==> src/rtl/fetch_unit.sv <==
// Instruction fetch front end: issues word-aligned fetch addresses to a
// synchronous instruction memory and presents each returned instruction to decode.
module fetch_unit #(
  parameter logic [31:0] RESET_PC   = 32'h00000000,
  parameter int          IMEM_WORDS = 12
) (
  input  logic        clk,
  input  logic        zero,
  input  logic        fetch_en,
  input  logic        redirect_valid,
  input  logic [31:0] redirect_pc,
  output logic [31:0] pc_out,
  output logic        imem_freeze,
  input  logic [31:0] RI,
  output logic        dec_valid,
  input  logic        dec_ready,
  output logic [31:0] dec_instr,
  output logic [31:0] dec_pc,
  output logic        fetch_fault,
  output logic [31:0] instr_cnt
);

  localparam logic [29:0] IMEM_LIMIT = 30'(IMEM_WORDS);
  localparam logic [31:0] NOP_INSTR  = 32'h00000013;

  logic [31:0] pc_q, pc_d;
  logic        resp_valid_q, resp_valid_d;
  logic [31:0] resp_pc_q, resp_pc_d;
  logic        resp_oob_q, resp_oob_d;
  logic        fault_q, fault_d;
  logic [31:0] cnt_q, cnt_d;

  logic stall;
  logic advance;
  logic accept;

  // Decode handshake: dec_valid/dec_instr/dec_pc stay stable while dec_valid is
  // high and dec_ready is low; a transfer happens on any edge with both high.
  assign stall   = resp_valid_q & ~dec_ready;
  assign advance = fetch_en & ~stall & ~redirect_valid;
  assign accept  = resp_valid_q & dec_ready;

  assign imem_freeze = ~advance;
  assign pc_out      = pc_q;
  assign dec_valid   = resp_valid_q;
  assign dec_pc      = resp_pc_q;
  assign dec_instr   = resp_oob_q ? NOP_INSTR : RI;
  assign fetch_fault = fault_q;
  assign instr_cnt   = cnt_q;

  always_comb begin
    pc_d         = pc_q;
    resp_valid_d = resp_valid_q;
    resp_pc_d    = resp_pc_q;
    resp_oob_d   = resp_oob_q;
    fault_d      = fault_q;
    cnt_d        = cnt_q;

    if (redirect_valid) begin
      // A redirect discards whatever response is in flight or held.
      pc_d         = {redirect_pc[31:2], 2'b00};
      resp_valid_d = 1'b0;
      if (redirect_pc[1:0] != 2'b00) fault_d = 1'b1;
    end else if (stall) begin
      pc_d = pc_q;
    end else if (fetch_en) begin
      resp_pc_d    = pc_q;
      resp_valid_d = 1'b1;
      resp_oob_d   = (pc_q[31:2] >= IMEM_LIMIT);
      pc_d         = pc_q + 32'd4;
    end else begin
      resp_valid_d = 1'b0;
    end

    if (accept) begin
      cnt_d = cnt_q + 32'd1;
      if (resp_oob_q) fault_d = 1'b1;
    end
  end

  always_ff @(posedge clk) begin
    if (zero) begin
      pc_q         <= RESET_PC;
      resp_valid_q <= 1'b0;
      resp_pc_q    <= RESET_PC;
      resp_oob_q   <= 1'b0;
      fault_q      <= 1'b0;
      cnt_q        <= 32'd0;
    end else begin
      pc_q         <= pc_d;
      resp_valid_q <= resp_valid_d;
      resp_pc_q    <= resp_pc_d;
      resp_oob_q   <= resp_oob_d;
      fault_q      <= fault_d;
      cnt_q        <= cnt_d;
    end
  end

endmodule

==> config.mk <==
export PLATFORM = sky130hd
export DESIGN_NAME = fetch_unit
export DESIGN_NICKNAME = d
export VERILOG_FILES = /design/src/rtl/fetch_unit.sv
export SDC_FILE = /design/constraint.sdc
export NUM_CORES = 1
export LEC_CHECK = 0
export BUFFER_PORTS_ARGS = -buffer_cell sky130_fd_sc_hd__buf_4
export CAP_MARGIN = 20
export CORE_AREA = 2 2 75 131
export CTS_CLUSTER_DIAMETER = 30
export DETAILED_ROUTE_END_ITERATION = 16
export DIE_AREA = 0 0 77 133
export PLACE_DENSITY = 0.84
export REMOVE_ABC_BUFFERS = 1
export SLEW_MARGIN = 20
export SYNTH_ARGS = -nofsm -noshare
export SYNTH_HDL_FRONTEND = slang
export SYNTH_SLANG_ARGS = --single-unit
==> constraint.sdc <==
create_clock -name clk -period 4.25 [get_ports clk]
set_input_delay 0.6375 -clock clk [delete_from_list [all_inputs] [get_ports clk]]
set_output_delay 0.6375 -clock clk [all_outputs]
set_load 0.1 [all_outputs]
==> metrics.md <==
| Metric | Value |
|---|---|
| Status | complete, no violations |
| Syn_area_per_cell | about 8.1 um^2 |
| Critical Path Fanout Max | 13 |
| Clock power share | a little over a third |
| Die area | 10200 um^2 |
| DRT iter0 DRCs | 248 |
| Worst EP arrival | 2010 ps |
| Chip width | just under 80 um |
| Flop2flop setup slack | a little under 2000 ps |
| Crit. End Element | output port |
| Hold wc startpoint | dec_pc[8] |
| Clock transition at the registers of the reported paths | about 70 ps |
| Port Buffer Count | slightly below 200 |
| Gate count after technology mapping | 575 |
| Area delta synth->final | 38.5% |
| Layout cells sized above 1 | between 30% and 40% |
| Type of the worst setup path | register to output port |
| Req. time, crit path | 3610 ps |
| Post-CTS setup buffers | 0 |
| Crit path launch type | register |
| Hold path depth | 2 |
| DR WL/cell | 15.8 um |
| Total negative slack | 0 ps |
| Placed Instances | 860 |
| Worst r2r path cells | 6 |
| Relative slew margins | 34.5% |
| Top Layer Used | met4 |
| CTS Buffer Depth | 2 |
| Initial antenna violation count | 0 |
| Largest net degree at the start of global routing | 97 |
| Min Tclk post-route | roughly 2700 ps |
| Final total power | 2.50 mW |
| DP HPWL | just over 10000 um |
| Net Sw Power | 0.911 mW |
| Met2 wire length | 7190 um |
| Root buffer cell | clkbuf_16 |
| Simple-gate portion of the synthesized area | 33.0% |
| Worst Hold End | dec_pc[8] |
| Initial DRT Pass Iterations | 5 |
| RSZ-0062 raised after global routing | false |
| CTS tree | built |
| Initial Utilization | approximately 50% |
| Max VDD drop | 273 uV |
| Slowest cell on the critical path | dfxtp_1 |
| Synth Flop Type | dfxtp_1 |
| P_leak | 2.67 nW |
| Sequential share of the synthesized area | around 41% |
| Syn Std Cell Area | 4650 um^2 |
| Gr usage total | 26.8% |
| Clk sink count | 95 |
| Routed length on met3 | 707 um |
| Final setup viols | 0 |
| Post-CTS sizing | 0 |
| Worst-Margin Slew | 982 ps |
| Final worst-path cycle share | 62.4% |
| Remaining global-route overflow | 0 |
| Reg-to-Reg End | pc_out[30] |
| Ant. Diodes | 0 |
| Fin nets | about 820 |
| WHS | 456 ps |
| Register bit total from synthesis | between 90 and 100 |
| Die Y-Extent | 133 um |
| Share of Yosys cell area claimed by the top area cell type | 40.9% |
| Post-cts hold buffer count | 0 |
| Via density per instance | roughly 5.3 |
| Post-Synth Adder-Cell Area | less than 1% |
| CP Cell Sequence | nand2b_1 > and3_1 > inv_1 > buf_4 |
| Clock latency at the later pin of the worst-skew pair | 340 ps |
| Sequential Power Share | 38.8% |
| H-tree depth | 3 |
| Number of core rows | 47 |
| Worst reg2reg path startpoint | pc_out[3] |
| Worst hold-check path type | register to register |
| Synth cell types | between 40 and 50 |
| Compound-gate portion of the synthesized area | a little under 10% |
| Cell taking the most area after synthesis | dfxtp_1 |
| Max-cap violations | 0 |
| Final hold violations | 0 |
| GP Congestion | 0.847 |
| DR vias | approximately 4700 |
| Drt drc | 0 |
| Finished Layout Cells | 877 |
| Sw Ratio | 36.4% |
| F_max | 377 MHz |
| WL final | 13900 um |
| Post-synthesis mux area share | 0.646% |
| Routed met1 length | approximately 5700 um |
| Number of global-route vias before repair | 4537 |
| Layout Utilization | 69.3% |
| Total CTS buffers | 9 |
| Core area | just over 9000 um^2 |
| Max-slew violations | 0 |
| Synth area leaders | dfxtp_1 (41%), nand2_1 (7.0%), xnor2_1 (5.3%) |
| XOR/XNOR share of the synthesized area | 9.24% |
| Synth Warn # | 0 |
| Largest family of logic cells by synthesized area | simple AND/OR/NAND/NOR gates |
| Synth async-reset ratio | 0% |
| Worst clock skew | roughly 3.4 ps |
| Comb power frac | 26.3% |
| Detail Route Antenna Nets | 0 |
| Num ports | 200 |
| Pwr Density | 389 nW/um^2 |
| First-pass GRT wire length | around 22000 um |
| Max incr delay on CP | 480 ps |
| Internal | approximately 1.6 mW |
| Number of synthesized flops with an enable pin | 0 |
==> worst max-delay path by stage <==
stage	startpoint	endpoint	slack, ps
global placement	dec_ready	imem_freeze	1270
finish	dec_valid	imem_freeze	1600
CTS	dec_valid	imem_freeze	1200
global route	dec_valid	imem_freeze	1490
floorplan	redirect_valid	imem_freeze	520
detailed placement	dec_ready	imem_freeze	1220
==> cells in the mapped netlist (4+ instances only) <==
master	n
a211oi_1	16
a21oi_1	40
a311oi_1	6
and2_1	4
and3_1	10
and3_2	4
buf_4	4
clkbuf_1	24
clkbuf_8	4
dfxtp_1	95
inv_1	15
nand2_1	87
nand3_1	19
nand4_1	22
nor2_1	64
nor2b_1	30
nor3_1	19
nor4_1	9
o21ai_0	7
or2_2	4
or3_1	6
xnor2_1	28
xor2_1	21
==> worst max-delay path: cells and delay by family, from the launching register on <==
| kind | cells | cell delay [ps] |
|---|---|---|
| DFF | 1 | 480 |
| buffers and inverters | 2 | 800 |
| and+or+nand+nor | 2 | 390 |
==> area by class of cell <==
| class | instances | area, um^2 |
|---|---|---|
| Inverter | 15 | 56.3 |
| Multi-Input combinational cell | 431 | 2490 |
| Sequential cell | 95 | 1900 |
| Tap cell | 122 | 153 |
| Clock inverter | 6 | 92.6 |
| Clock buffer | 10 | 229 |
| Fill cell | 773 | 2860 |
| Timing Repair Buffer | 198 | 1510 |
==> power by group through the flow <==
| stage | combinational (mW) | sequential, mW | clock (mW) |
|---|---|---|---|
| 5_1_grt | 0.680 | 0.975 | 0.920 |
| 3_3_place_gp | 0.647 | 0.988 | 0 |
| 2_1_floorplan | 0.277 | 1.18 | 0 |
| 3_5_place_dp | 0.653 | 0.989 | 0 |
| 4_1_cts | 0.655 | 0.970 | 0.881 |
| 6_report | 0.658 | 0.970 | 0.872 |
==> routing by layer <==
metal / GRT usage (%) / vias up
li1: - / 2306
met1: 32.7 / 2196
met2: 46.7 / 160
met3: 4.77 / 24
met4: 9.92 / 0
met5: 0 / -
==> cells in the final DEF (no fill, tap or decap), drive strengths merged, types with 2 or more instances in the layout <==
cell type    n
clkbuf      10
nor3b        2
a31oi        2
xor2        21
a311oi       6
and2         7
nor4        11
conb         4
nor2b       30
dfxtp       95
bufinv       2
ha           3
or2          4
clkinvlp     2
nor3        20
buf        198
nor2        64
nand3       19
mux2i        3
inv         16
or3          6
a21oi       40
xnor2       28
nand4       24
and3        14
nand2       87
or4          3
and4         4
o21ai        7
a211oi      16
==> logic make-up after synthesis <==
family / after synthesis
DFF: 95
and+or+nand+nor: 297
adders and majority gates: 3
AOI/OAI and AO/OA: 75
buffers and inverters: 52
muxes: 3
xor gates and xnor gates: 49
other: 1
==> per-stage QoR <==
| stage | area, um^2 | setup slack [ps] |
|---|---|---|
| 6_report | 6430 | 1600 |
| 3_5_place_dp | 6080 | 1220 |
| 4_1_cts | 6410 | 1200 |
| 3_3_place_gp | 6080 | 1270 |
| 2_1_floorplan | 4450 | 523 |
| 5_1_grt | 6430 | 1490 |
==> flip-flops by register name (all words and copies together), names as in the netlist <==
register     cells
dec_valid        1
resp_oob_q       1
instr_cnt       32
fetch_fault      1
pc_out          30
dec_pc          30
Note: power is estimated with default switching activity, not from simulation.
